$ cat config.mk
export PLATFORM = sky130hd
export DESIGN_NAME = texture_uploader_flat
export DESIGN_NICKNAME = d
export VERILOG_FILES = /design/src/rtl/texture_uploader_pkg.sv /design/src/rtl/texture_uploader_if.sv /design/src/rtl/texture_uploader.sv /design/src/flat_wrapper.sv
export SDC_FILE = /design/constraint.sdc
export NUM_CORES = 1
export LEC_CHECK = 0
export ABC_CLOCK_PERIOD_IN_PS = 3000
export BUFFER_PORTS_ARGS = -buffer_cell sky130_fd_sc_hd__buf_2
export CELL_PAD_IN_SITES_DETAIL_PLACEMENT = 1
export CELL_PAD_IN_SITES_GLOBAL_PLACEMENT = 1
export CORE_MARGIN = 4
export CORE_UTILIZATION = 36
export DETAILED_ROUTE_END_ITERATION = 10
export PLACE_DENSITY_LB_ADDON = 0.1
export SLEW_MARGIN = 20
export SYNTH_ARGS = -nofsm -noshare
export SYNTH_HDL_FRONTEND = slang
export SYNTH_SLANG_ARGS = --single-unit
$ cat constraint.sdc
create_clock -name clk -period 3 [get_ports clk]
set_clock_uncertainty 0.2 [all_clocks]
set_input_delay 0.15 -clock clk [delete_from_list [all_inputs] [get_ports clk]]
set_output_delay 0.15 -clock clk [all_outputs]
set_load 0.03 [all_outputs]
$ cat src/rtl/texture_uploader_pkg.sv
`timescale 1ns / 1ps
// -----------------------------------------------------------------------------
// texture_uploader_pkg
//
// Purpose:
//   Shared video defines for the 64-tile, 8x8, 3bpp texture store.
//   The CPU-side uploader and the video fetch side both use these definitions,
//   so the store address layout is defined in one place only.
//
// Contents:
//   TEXEL_W, TEX_ADDR_W        texel width and store address width
//   TILE_DIM, TILE_COUNT       tile geometry
//   *_LSB / *_W                field positions in the store address and in the
//                              iomem word address
//   state_t                    uploader FSM states
//   make_tex_addr()            packs {tile, row, col} into a store address
// -----------------------------------------------------------------------------
package texture_uploader_pkg;

  // Texture store geometry
  localparam int TEXEL_W    = 3;
  localparam int TEX_ADDR_W = 12;
  localparam int TILE_DIM   = 8;
  localparam int TILE_COUNT = 64;

  // Store address = {tile[5:0], row[2:0], col[2:0]}
  localparam int TILE_W       = 6;
  localparam int ROW_W        = 3;
  localparam int COL_W        = 3;
  localparam int TEX_COL_LSB  = 0;
  localparam int TEX_ROW_LSB  = TEX_COL_LSB + COL_W;
  localparam int TEX_TILE_LSB = TEX_ROW_LSB + ROW_W;

  // iomem word address: [10:5] = tile, [4:2] = row; all other bits alias
  localparam int IOMEM_ROW_LSB  = 2;
  localparam int IOMEM_TILE_LSB = IOMEM_ROW_LSB + ROW_W;

  // iomem bus widths
  localparam int IOMEM_ADDR_W = 32;
  localparam int IOMEM_DATA_W = 32;
  localparam int IOMEM_STRB_W = 4;

  // Each texel column occupies one nibble of the write word
  localparam int NIBBLE_W = 4;

  // Last column of a tile row
  localparam logic [COL_W-1:0] COL_LAST = COL_W'(TILE_DIM - 1);

  typedef logic [TILE_W-1:0]     tile_t;
  typedef logic [ROW_W-1:0]      row_t;
  typedef logic [COL_W-1:0]      col_t;
  typedef logic [TEXEL_W-1:0]    texel_t;
  typedef logic [TEX_ADDR_W-1:0] tex_addr_t;

  typedef enum logic {
    IDLE,
    DRAIN
  } state_t;

  // Pack tile/row/col into a store address
  function automatic tex_addr_t make_tex_addr(input tile_t tile, input row_t row, input col_t col);
    return {tile, row, col};
  endfunction

endpackage

$ cat src/rtl/texture_uploader_if.sv
`timescale 1ns / 1ps
// -----------------------------------------------------------------------------
// texture_uploader_if
//
// Purpose:
//   picosoc iomem request/response bundle as seen by a peripheral that has
//   already been selected by the parent's address decode.
//
// Signals:
//   valid  request present; held by the master until ready
//   ready  one-cycle acknowledge from the slave
//   wstrb  byte strobes; all-zero means a read
//   addr   word address
//   wdata  write data
//   rdata  read data, valid in the ready cycle
//
// Modports:
//   master  CPU / decoder side
//   slave   peripheral side (texture_uploader)
// -----------------------------------------------------------------------------
interface texture_uploader_if;
  import texture_uploader_pkg::*;

  logic                    valid;
  logic                    ready;
  logic [IOMEM_STRB_W-1:0] wstrb;
  logic [IOMEM_ADDR_W-1:0] addr;
  logic [IOMEM_DATA_W-1:0] wdata;
  logic [IOMEM_DATA_W-1:0] rdata;

  modport master (
    output valid,
    output wstrb,
    output addr,
    output wdata,
    input  ready,
    input  rdata
  );

  modport slave (
    input  valid,
    input  wstrb,
    input  addr,
    input  wdata,
    output ready,
    output rdata
  );

endinterface

$ cat src/rtl/texture_uploader.sv
`timescale 1ns / 1ps
// -----------------------------------------------------------------------------
// texture_uploader
//
// Purpose:
//   CPU-side writer for the texture store. A posted iomem write carries one
//   8-texel tile row; the row is latched and serialised into the store write
//   port at one texel per clock. Reads return a busy status word for polling.
//
// Ports:
//   clk        system clock
//   reset      synchronous, active-high reset
//   iomem      iomem slave (valid/ready/wstrb/addr/wdata/rdata)
//   tex_wen    store write enable
//   tex_waddr  store write address {tile, row, col}
//   tex_wdata  store write data (one texel)
//   busy       high while a row is latched or being drained
//
// Timing:
//   A write accepted at edge N gives ready at N+1 together with texel 0;
//   texel i is presented at N+1+i and the FSM is idle again at N+9.
//   Writes arriving while draining are back-pressured; reads are answered in
//   either state and never disturb the drain. All outputs are registered.
// -----------------------------------------------------------------------------
module texture_uploader
  import texture_uploader_pkg::*;
(
  input  logic                     clk,
  input  logic                     reset,
  texture_uploader_if.slave        iomem,
  output logic                     tex_wen,
  output tex_addr_t                tex_waddr,
  output texel_t                   tex_wdata,
  output logic                     busy
);

  // FSM state and column counter
  state_t state;
  state_t state_next;
  col_t   col;
  col_t   col_next;

  // Latched tile row: position, lane strobes and colour bits of every column
  tile_t                   row_tile;
  row_t                    row_row;
  logic [IOMEM_STRB_W-1:0] row_wstrb;
  texel_t                  row_texels [TILE_DIM];

  // Next values of the registered outputs
  logic                    load_row;
  logic                    ready_next;
  logic [IOMEM_DATA_W-1:0] rdata_next;
  logic                    wen_next;
  tex_addr_t               waddr_next;
  texel_t                  wdata_next;
  logic                    busy_next;

  // Request decode
  logic  accept;
  logic  is_write;
  tile_t req_tile;
  row_t  req_row;

  // A request that was acknowledged last cycle may still be held by the
  // master this cycle, so it is only a new request when ready is low. This
  // keeps ready to one cycle and stops a write and a read acknowledge from
  // ever landing back to back.
  always_comb begin
    accept   = iomem.valid && !iomem.ready;
    is_write = |iomem.wstrb;
    req_tile = iomem.addr[IOMEM_TILE_LSB +: TILE_W];
    req_row  = iomem.addr[IOMEM_ROW_LSB +: ROW_W];
  end

  // State register; reset wins over any request in the same cycle.
  always_ff @(posedge clk) begin
    if (reset) begin
      state <= IDLE;
    end else begin
      state <= state_next;
    end
  end

  // Next-state and next-output logic. The outputs are registered, so this
  // block computes what the store port must show in the *following* cycle:
  // on acceptance that is texel 0 straight from the bus, and in DRAIN it is
  // texel col+1 from the latched row. Address and data only move when the
  // texel is actually written, so they hold across skipped byte lanes.
  always_comb begin
    state_next = state;
    col_next   = col;
    load_row   = 1'b0;
    ready_next = 1'b0;
    rdata_next = '0;
    wen_next   = 1'b0;
    waddr_next = tex_waddr;
    wdata_next = tex_wdata;
    busy_next  = busy;

    case (state)
      IDLE: begin
        if (accept) begin
          ready_next = 1'b1;
          if (is_write) begin
            load_row   = 1'b1;
            state_next = DRAIN;
            col_next   = '0;
            busy_next  = 1'b1;
            wen_next   = iomem.wstrb[0];
            if (iomem.wstrb[0]) begin
              waddr_next = make_tex_addr(req_tile, req_row, '0);
              wdata_next = iomem.wdata[TEXEL_W-1:0];
            end
          end else begin
            rdata_next = {{(IOMEM_DATA_W-1){1'b0}}, busy};
          end
        end
      end

      DRAIN: begin
        // Status reads are served alongside the drain; writes wait.
        if (accept && !is_write) begin
          ready_next = 1'b1;
          rdata_next = {{(IOMEM_DATA_W-1){1'b0}}, busy};
        end

        if (col == COL_LAST) begin
          state_next = IDLE;
          busy_next  = 1'b0;
        end else begin
          col_next = col + 3'd1;
          // Each byte lane covers two adjacent texel columns.
          wen_next = row_wstrb[col_next[COL_W-1:1]];
          if (wen_next) begin
            waddr_next = make_tex_addr(row_tile, row_row, col_next);
            wdata_next = row_texels[col_next];
          end
        end
      end

      default: begin
        state_next = IDLE;
        busy_next  = 1'b0;
      end
    endcase
  end

  // Registered outputs and column counter. Reset clears the store port at
  // once, so a reset mid-row drops the remaining texels.
  always_ff @(posedge clk) begin
    if (reset) begin
      col          <= '0;
      iomem.ready  <= 1'b0;
      iomem.rdata  <= '0;
      tex_wen      <= 1'b0;
      tex_waddr    <= '0;
      tex_wdata    <= '0;
      busy         <= 1'b0;
    end else begin
      col          <= col_next;
      iomem.ready  <= ready_next;
      iomem.rdata  <= rdata_next;
      tex_wen      <= wen_next;
      tex_waddr    <= waddr_next;
      tex_wdata    <= wdata_next;
      busy         <= busy_next;
    end
  end

  // Row latch. Only the three colour bits of each nibble are kept; bit 3 of
  // every nibble is ignored by the store format.
  always_ff @(posedge clk) begin
    if (reset) begin
      row_tile  <= '0;
      row_row   <= '0;
      row_wstrb <= '0;
      for (int i = 0; i < TILE_DIM; i++) begin
        row_texels[i] <= '0;
      end
    end else if (load_row) begin
      row_tile  <= req_tile;
      row_row   <= req_row;
      row_wstrb <= iomem.wstrb;
      for (int i = 0; i < TILE_DIM; i++) begin
        row_texels[i] <= iomem.wdata[NIBBLE_W*i +: TEXEL_W];
      end
    end
  end

endmodule

$ cat src/flat_wrapper.sv
// flat-port wrapper written by rule: the top's interface ports become plain ports
module texture_uploader_flat import texture_uploader_pkg::*;
  (clk, reset, tex_wen, tex_waddr, tex_wdata, busy, iomem_valid, iomem_wstrb, iomem_addr, iomem_wdata, iomem_ready, iomem_rdata);
  texture_uploader_if iomem_i ();
  input  logic clk;
  input  logic reset;
  output logic tex_wen;
  output tex_addr_t tex_waddr;
  output texel_t tex_wdata;
  output logic busy;
  input wire logic [$bits(iomem_i.valid)-1:0] iomem_valid;
  input wire logic [$bits(iomem_i.wstrb)-1:0] iomem_wstrb;
  input wire logic [$bits(iomem_i.addr)-1:0] iomem_addr;
  input wire logic [$bits(iomem_i.wdata)-1:0] iomem_wdata;
  output wire logic [$bits(iomem_i.ready)-1:0] iomem_ready;
  output wire logic [$bits(iomem_i.rdata)-1:0] iomem_rdata;
  assign iomem_i.valid = iomem_valid;
  assign iomem_i.wstrb = iomem_wstrb;
  assign iomem_i.addr = iomem_addr;
  assign iomem_i.wdata = iomem_wdata;
  assign iomem_ready = iomem_i.ready;
  assign iomem_rdata = iomem_i.rdata;
  texture_uploader u_core (.clk(clk), .reset(reset), .iomem(iomem_i), .tex_wen(tex_wen), .tex_waddr(tex_waddr), .tex_wdata(tex_wdata), .busy(busy));
endmodule
==> key figures, run 1 <==
Outcome
  – Status: finished, final reports clean

Routing
  – Post-route ant nets: 0
  – Initial DRC count: 50
  – Number of iterations in the first detailed-routing pass: 4
  – Total detailed-routing wirelength: roughly 6.6 mm
  – Via density: 4.51
  – Post-DR wirelength/cell: between 10 and 15 µm
  – Routed via count: approximately 2100
  – Drt drc: 0

CTS
  – # H-tree levels: 3
  – Clk Latency, worst-skew pair: 0.33 ns
  – Num CTS Buffers: 9
  – Post-CTS Resized: 0
  – Clock sink total: 60
  – Worst-path clk slew: ~0.07 ns
  – Hold buffer count at CTS: 37
  – CTS tree: done
  – # Post-CTS Setup Buffers: 0
  – Longest Clk Path Bufs: 2
  – CTS root buf: clkbuf_8

Synthesis
  – EDFF count, synth: 24
  – Synth warn: 0
  – Synthesized area per cell: between 10 and 15 µm²
  – Synth top area cells: dfxtp_1 25%, edfxtp_1 25%, buf_4 8.2%
  – Distinct cells, synth: 38
  – Cell area after synthesis: around 2800 µm²
  – Synth Register Bits: 60
  – Top-area cell type share of the netlist area: 0.253
  – Most used DFF post-synth: dfxtp_1
  – Largest area contributor in the netlist: dfxtp_1
  – Asr flop ratio synth: 0
  – Cells after Synth: around 260
  – Sequential area share after synthesis: 0.506

Place
  – Gp weighted congestion: 0.694
  – Port bufs: 58
  – Post-DP HPWL: 4.46 mm
  – Dpl cells: 414

Worst setup path
  – Worst R2R Start: u_core.col[0]
  – Flop2flop setup slack: ~0.47 ns
  – Reg-to-reg endpoint: u_core.tex_waddr[10]
  – Worst setup SP type: register
  – FF-to-FF path depth: 6
  – Critical Path End Type: register
  – WS Path Type: reg -> reg
  – Worst Path Max Fanout: 19
  – Arrival time at the worst endpoint: around 2.6 ns
  – Worst path required time: just over 3 ns

Pwr
  – Tot Pwr: between 2 and 2.5 mW
  – Power Density: roughly 570 nW/µm²
  – Leak Pwr: 1.54 nW
  – Worst vdd ir: between 0.0002 and 0.00025 V

Global route
  – Gr busiest metal: met2
  – Initial antenna violation count: 0
  – Vias in the first global route: 2155
  – GR Layer Usage met1: 0.172
  – Largest net degree at the start of global routing: 25
  – Met3 Use GR: 0.0461
  – GRT Util Overall: 0.146
  – Overflow after GRT: 0
  – Global-route met2 utilization: 0.247
  – First-pass GRT wire length: 10.8 mm

Cells and area
  – Most frequent cells in the layout: 58 x buf_2, 37 x dlygate4sd3_1, 36 x dfxtp_1, 31 x nand2_1, 31 x conb_1
  – Share of cells above drive strength 1: 0.245
  – Area growth syn-to-layout: 28.6%
  – # nets final: ~430
  – Most common cell after layout, fill and taps aside: buf_2
  – Non-filler instance count after layout: 467

STA
  – Final setup viols: 0
  – Slew @ Worst Pin: around 0.90 ns
  – Final Cycle Share: 0.842
  – Fmax: approximately 400 MHz
  – Setup_tns: 0 ns
  – Unrepaired setup endpoints after global routing: false
  – Final hold vios: 0
  – Max-slew violation count: 0
  – Headroom to the max-slew limit: 0.403
  – Final min period: 2.53 ns
  – Hold WS: around 0.032 ns

Hold path
  – Hold Crit Start: reset
  – Worst min path class: in -> reg
  – Hold path cells: 2
  – Endpoint, Worst Hold: u_core.tex_waddr[0]

Flow run
  – Max Cap Viol: 0

Floorplanning
  – Num rows: 32
  – Die Y-Extent: between 90 and 100 µm
  – Die ar.: roughly 9400 µm²
  – I/O pins: about 120
  – Initial core utilization: 0.368
  – Chip Width: 96.9 µm
  – Core area: approximately 7700 µm²
==> where the power goes <==
| part | internal (mW) | leakage (nW) | switching, mW | total [mW] |
|---|---|---|---|---|
| Combinational | 0.157 | 0.891 | 0.240 | 0.397 |
| Clock | 0.424 | 0.0995 | 0.298 | 0.722 |
| Sequential | 0.921 | 0.551 | 0.0314 | 0.953 |
| Total | 1.50 | 1.54 | 0.569 | 2.07 |
==> per-layer routing <==
metal | part of all wire | wire length [µm]
met1 | 0.43 | 2820
met2 | 0.50 | 3290
met3 | 0.056 | 369
met4 | 0.016 | 108
met5 | 0 | 0
==> cell families (layout without fill, tap and decap cells) <==
group,after synthesis,in the layout,synth area share
multiplexers,18,18,0.0980
adder cells (fa/ha/maj),2,2,0.00879
AND/OR/NAND/NOR,94,94,0.171
buffers and inverters,47,120,0.123
other,1,32,0.00132
AO/OA/AOI/OAI,39,39,0.0914
flip-flops,60,60,0.506
==> sequential cells by signal, indices dropped and copies added (netlist names) <==
register / flops
u_core.iomem.rdata: 1
u_core.row_row: 3
u_core.tex_wdata: 3
u_core.row_texels: 24
u_core.row_tile: 6
u_core.busy: 1
u_core.col: 3
u_core.iomem.ready: 1
u_core.state: 1
u_core.tex_waddr: 12
u_core.row_wstrb: 4
u_core.tex_wen: 1
==> metrics by stage <==
stage,setup WS [ns],util,area (µm²)
3_5_place_dp,0.422,0.400,3090
3_3_place_gp,0.464,0.400,3090
5_1_grt,0.138,0.473,3660
4_1_cts,0.414,0.473,3660
2_1_floorplan,0.718,-,2960
6_report,0.473,0.474,3660
==> Yosys cell counts, drive strengths merged, types with 2 or more instances <==
cell type	number
and2	18
nor2	20
nor4	2
a211oi	10
nor2b	6
nand3	3
edfxtp	24
or3	4
mux2i	11
buf	38
mux4	6
o22ai	4
nand2	31
a21oi	20
inv	2
dfxtp	36
nand2b	3
clkbuf	7
ha	2
==> worst max-delay path, stage by stage (launching register included) <==
cell and delay, ns:
dfxtp_1 0.36, ha_1 0.23, ha_1 0.37, mux2i_1 0.22, o221ai_2 0.74, nor2_1 0.09
a211oi_1 0.24
==> area by class of cell <==
type                       count  area [µm²]
antenna                        1        2.50
clock buffer                  13         159
clock inverter                 2        35.0
fill                         878        4070
inverter                       2        7.51
multi-input combinational    184        1170
sequential                    60        1440
tap                          102         128
timing repair buffer         103         721
==> worst max path at each step <==
stage                                  start                 endpoint  slack (ns)  depth (start not counted)
after floorplan           u_core.iomem.ready  u_core.row_texels[0][0]        0.72                          4
after global placement         u_core.col[0]      u_core.tex_waddr[8]        0.46                          6
after detailed placement       u_core.col[0]      u_core.tex_waddr[9]        0.42                          6
after CTS                      u_core.col[0]      u_core.tex_waddr[9]        0.41                          6
after global routing           u_core.col[0]      u_core.tex_waddr[3]        0.14                          6
final                          u_core.col[0]     u_core.tex_waddr[10]        0.47                          6
Power figures use the tool's default switching activity.
==> inputs of run 2 (changes only) <==
ABC_CLOCK_PERIOD_IN_PS = 2400   (was 3000)
clock period = 2.4 ns   (was 3 ns; I/O delays follow)
==> run 2 against run 1 <==
- combinational power increased by 32%
- final cell count up 1.5%
- power grew 30%
- clock power rose by 37%
- critical path type unchanged
- critical endpoint is now u_core.tex_wdata[1]
- largest power group unchanged
==> key figures, run 2 (synthesis results as in run 1) <==
Global route
  – Vias in the first global route: 2247 (+4.3%)
  – GRT Util Overall: 0.148 (+0.00197)
  – Overflow after GRT: 0 (unchanged)
  – Largest net degree at the start of global routing: 25 (unchanged)
  – First-pass GRT wire length: 11.0 mm (+2.6%)
  – Initial antenna violation count: 0 (unchanged)

Place
  – Post-DP HPWL: 4.53 mm (+1.5%)
  – Port bufs: 58 (unchanged)
  – Dpl cells: 421 (+1.7%)
  – Gp weighted congestion: 0.692 (-0.30%)

Worst setup path
  – Worst setup SP type: register
  – Worst Path Max Fanout: 6 (-13)
  – Worst path required time: 2.39 ns (-0.65 ns)
  – Critical Path Slowest Stage Cell: mux4_1
  – Critical Path End Type: register
  – Worst-path cell chain: ha_1 > ha_4 > buf_4 > mux4_1 > o22ai_1 > or3_1 > a21oi_1
  – Max incr delay on CP: 0.55 ns (-0.19 ns)
  – WS Path Type: reg -> reg
  – Arrival time at the worst endpoint: 2.19 ns (-0.38 ns)

Routing
  – WL met1: 2.90 mm (+2.5%)
  – Total detailed-routing wirelength: 6.70 mm (+1.7%)
  – Routed length on met2: 3.35 mm (+1.7%)
  – Top Metal Used: met4
  – Initial DRC count: 51 (+2.0%)
  – Post-route ant nets: 0 (unchanged)
  – Via density: 4.54 (+0.86%)
  – Met3 WL: 324 µm (-12%)
  – Drt drc: 0 (unchanged)
  – Post-DR wirelength/cell: 14.1 µm (+0.15%)
  – Number of iterations in the first detailed-routing pass: 4 (unchanged)
  – Routed via count: 2154 (+2.4%)

STA
  – Setup_tns: 0 ns (unchanged)
  – Headroom to the max-slew limit: 0.614 (+0.211)
  – Final Cycle Share: 0.919 (+0.0763)
  – Slew @ Worst Pin: 0.575 ns (-0.321 ns)
  – Max-slew violation count: 0 (unchanged)
  – Unrepaired setup endpoints after global routing: false
  – Final hold vios: 0 (unchanged)
  – Final min period: 2.21 ns (-0.322 ns)
  – Fmax: 453 MHz (+15%)
  – Final setup viols: 0 (unchanged)

Floorplanning
  – Initial core utilization: 0.368 (unchanged)
  – Core area: 7730 µm² (unchanged)
  – Chip Width: 96.9 µm (unchanged)
  – Die Y-Extent: 96.9 µm (unchanged)
  – I/O pins: 121 (unchanged)
  – Num rows: 32 (unchanged)
  – Die ar.: 9390 µm² (unchanged)

Hold path
  – Worst min path class: in -> reg

Cells and area
  – Max reg flops: 24 (unchanged)
  – Area growth syn-to-layout: 32.2%
  – Biggest register: u_core.row_texels
  – Area of the multi-input gates: 1180 µm² (+1.1%)
  – Register area: 1440 µm² (unchanged)
  – Biggest regs: u_core.row_texels (24), u_core.tex_waddr (12), u_core.row_tile (6)
  – Filler cells: 876 (-0.23%)
  – Most frequent cells in the layout: 58 x buf_2, 37 x dlygate4sd3_1, 36 x dfxtp_1, 31 x nand2_1, 31 x conb_1
  – Most common cell after layout, fill and taps aside: buf_2
  – # nets final: 440 (+1.6%)
  – Non-filler instance count after layout: 474 (+1.5%)
  – Number of diodes: 0 (-1)
  – Share of cells above drive strength 1: 0.263 (+0.0189)

CTS
  – # H-tree levels: 3 (unchanged)
  – Worst-path clk slew: 0.07 ns (about the same)
  – Clock sink total: 60 (unchanged)
  – # Post-CTS Setup Buffers: 0 (unchanged)
  – Clk Latency, worst-skew pair: 0.32 ns (about the same)
  – CTS root buf: clkbuf_8
  – CTS tree: done
  – Longest Clk Path Bufs: 2 (unchanged)
  – Num CTS Buffers: 9 (unchanged)

Pwr
  – Net Sw Frac: 0.270 (-0.00449)
  – Logic gate share of total power: 0.194 (+0.002)
  – Worst vdd ir: 0.000293 V (+32%)
  – Int Pwr: 1.97 mW (+31%)
  – Clk network pwr share: 0.366 (+0.017)
  – Leak Pwr: 1.59 nW (+3.2%)
  – Part of the power in registers: 0.439 (-0.021)
  – Net Switching: 0.729 mW (+28%)
  – Power Density: 717 nW/µm² (+27%)

Outcome
  – Status: finished, final reports clean

Flow run
  – Max Cap Viol: 0 (unchanged)
-- run 2: power groups by stage --
stage | clock network, mW | registers, mW | logic (mW)
floorplan | 0 | 1.25 | 0.333
global placement | 0 | 1.20 | 0.475
detailed placement | 0 | 1.21 | 0.482
CTS | 1.02 | 1.19 | 0.528
global route | 1.07 | 1.19 | 0.574
finish | 0.988 | 1.19 | 0.524
-- run 2: worst paths after layout --
check | cells after the start | from | slack [ns] | endpoint
hold reg to reg | 2 | u_core.row_wstrb[0] | 0.25 | u_core.row_wstrb[0]
hold / removal | 2 | reset | 0.04 | u_core.tex_wen
setup / recovery | 7 | u_core.col[0] | 0.19 | u_core.tex_wdata[1]
setup reg to reg | 7 | u_core.col[0] | 0.19 | u_core.tex_wdata[1]
-- run 2: routing by layer --
layer / vias to the layer above / GRT usage
li1: 1068 / -
met1: 1017 / 0.180
met2: 61 / 0.247
met3: 8 / 0.0339
met4: 0 / 0.0734
met5: - / 0
-- run 2: area by class of cell --
class	instances	area share
flip-flops and latches	60	0.383
multi-input cells	184	0.313
repair buffers	110	0.209
clock buffers	13	0.0482
well taps	102	0.0339
clock inverters	3	0.0106
inverters	2	0.00199
-- run 2: repair_timing --
action,4_1_cts,5_1_grt
hold endpoints to repair,50,0
resized for setup,0,2
hold buffers,37,0
endpoints found under the setup margin,0,12
-- run 2: stage by stage --
| stage | area [µm²] | worst slack (ns) | util | hold WS, ns | total power [mW] |
|---|---|---|---|---|---|
| after floorplan | 2960 | 0.118 | - | 0.0533 | 1.58 |
| after global placement | 3160 | 0.0408 | 0.409 | 0.176 | 1.68 |
| after detailed placement | 3160 | 0.0416 | 0.409 | 0.183 | 1.69 |
| after CTS | 3750 | 0.0212 | 0.485 | 0.0281 | 2.73 |
| after global routing | 3760 | 0.0792 | 0.487 | 0.0622 | 2.84 |
| final | 3760 | 0.195 | 0.487 | 0.0366 | 2.70 |
-- run 2: critical path: cells and delay by family (launching register included) --
| family | cells | cell delay, ns |
|---|---|---|
| simple gates | 1 | 0.12 |
| flops | 1 | 0.31 |
| fa+ha+maj | 2 | 0.57 |
| compound gates | 2 | 0.16 |
| mux | 1 | 0.55 |
| buf+inv | 1 | 0.15 |
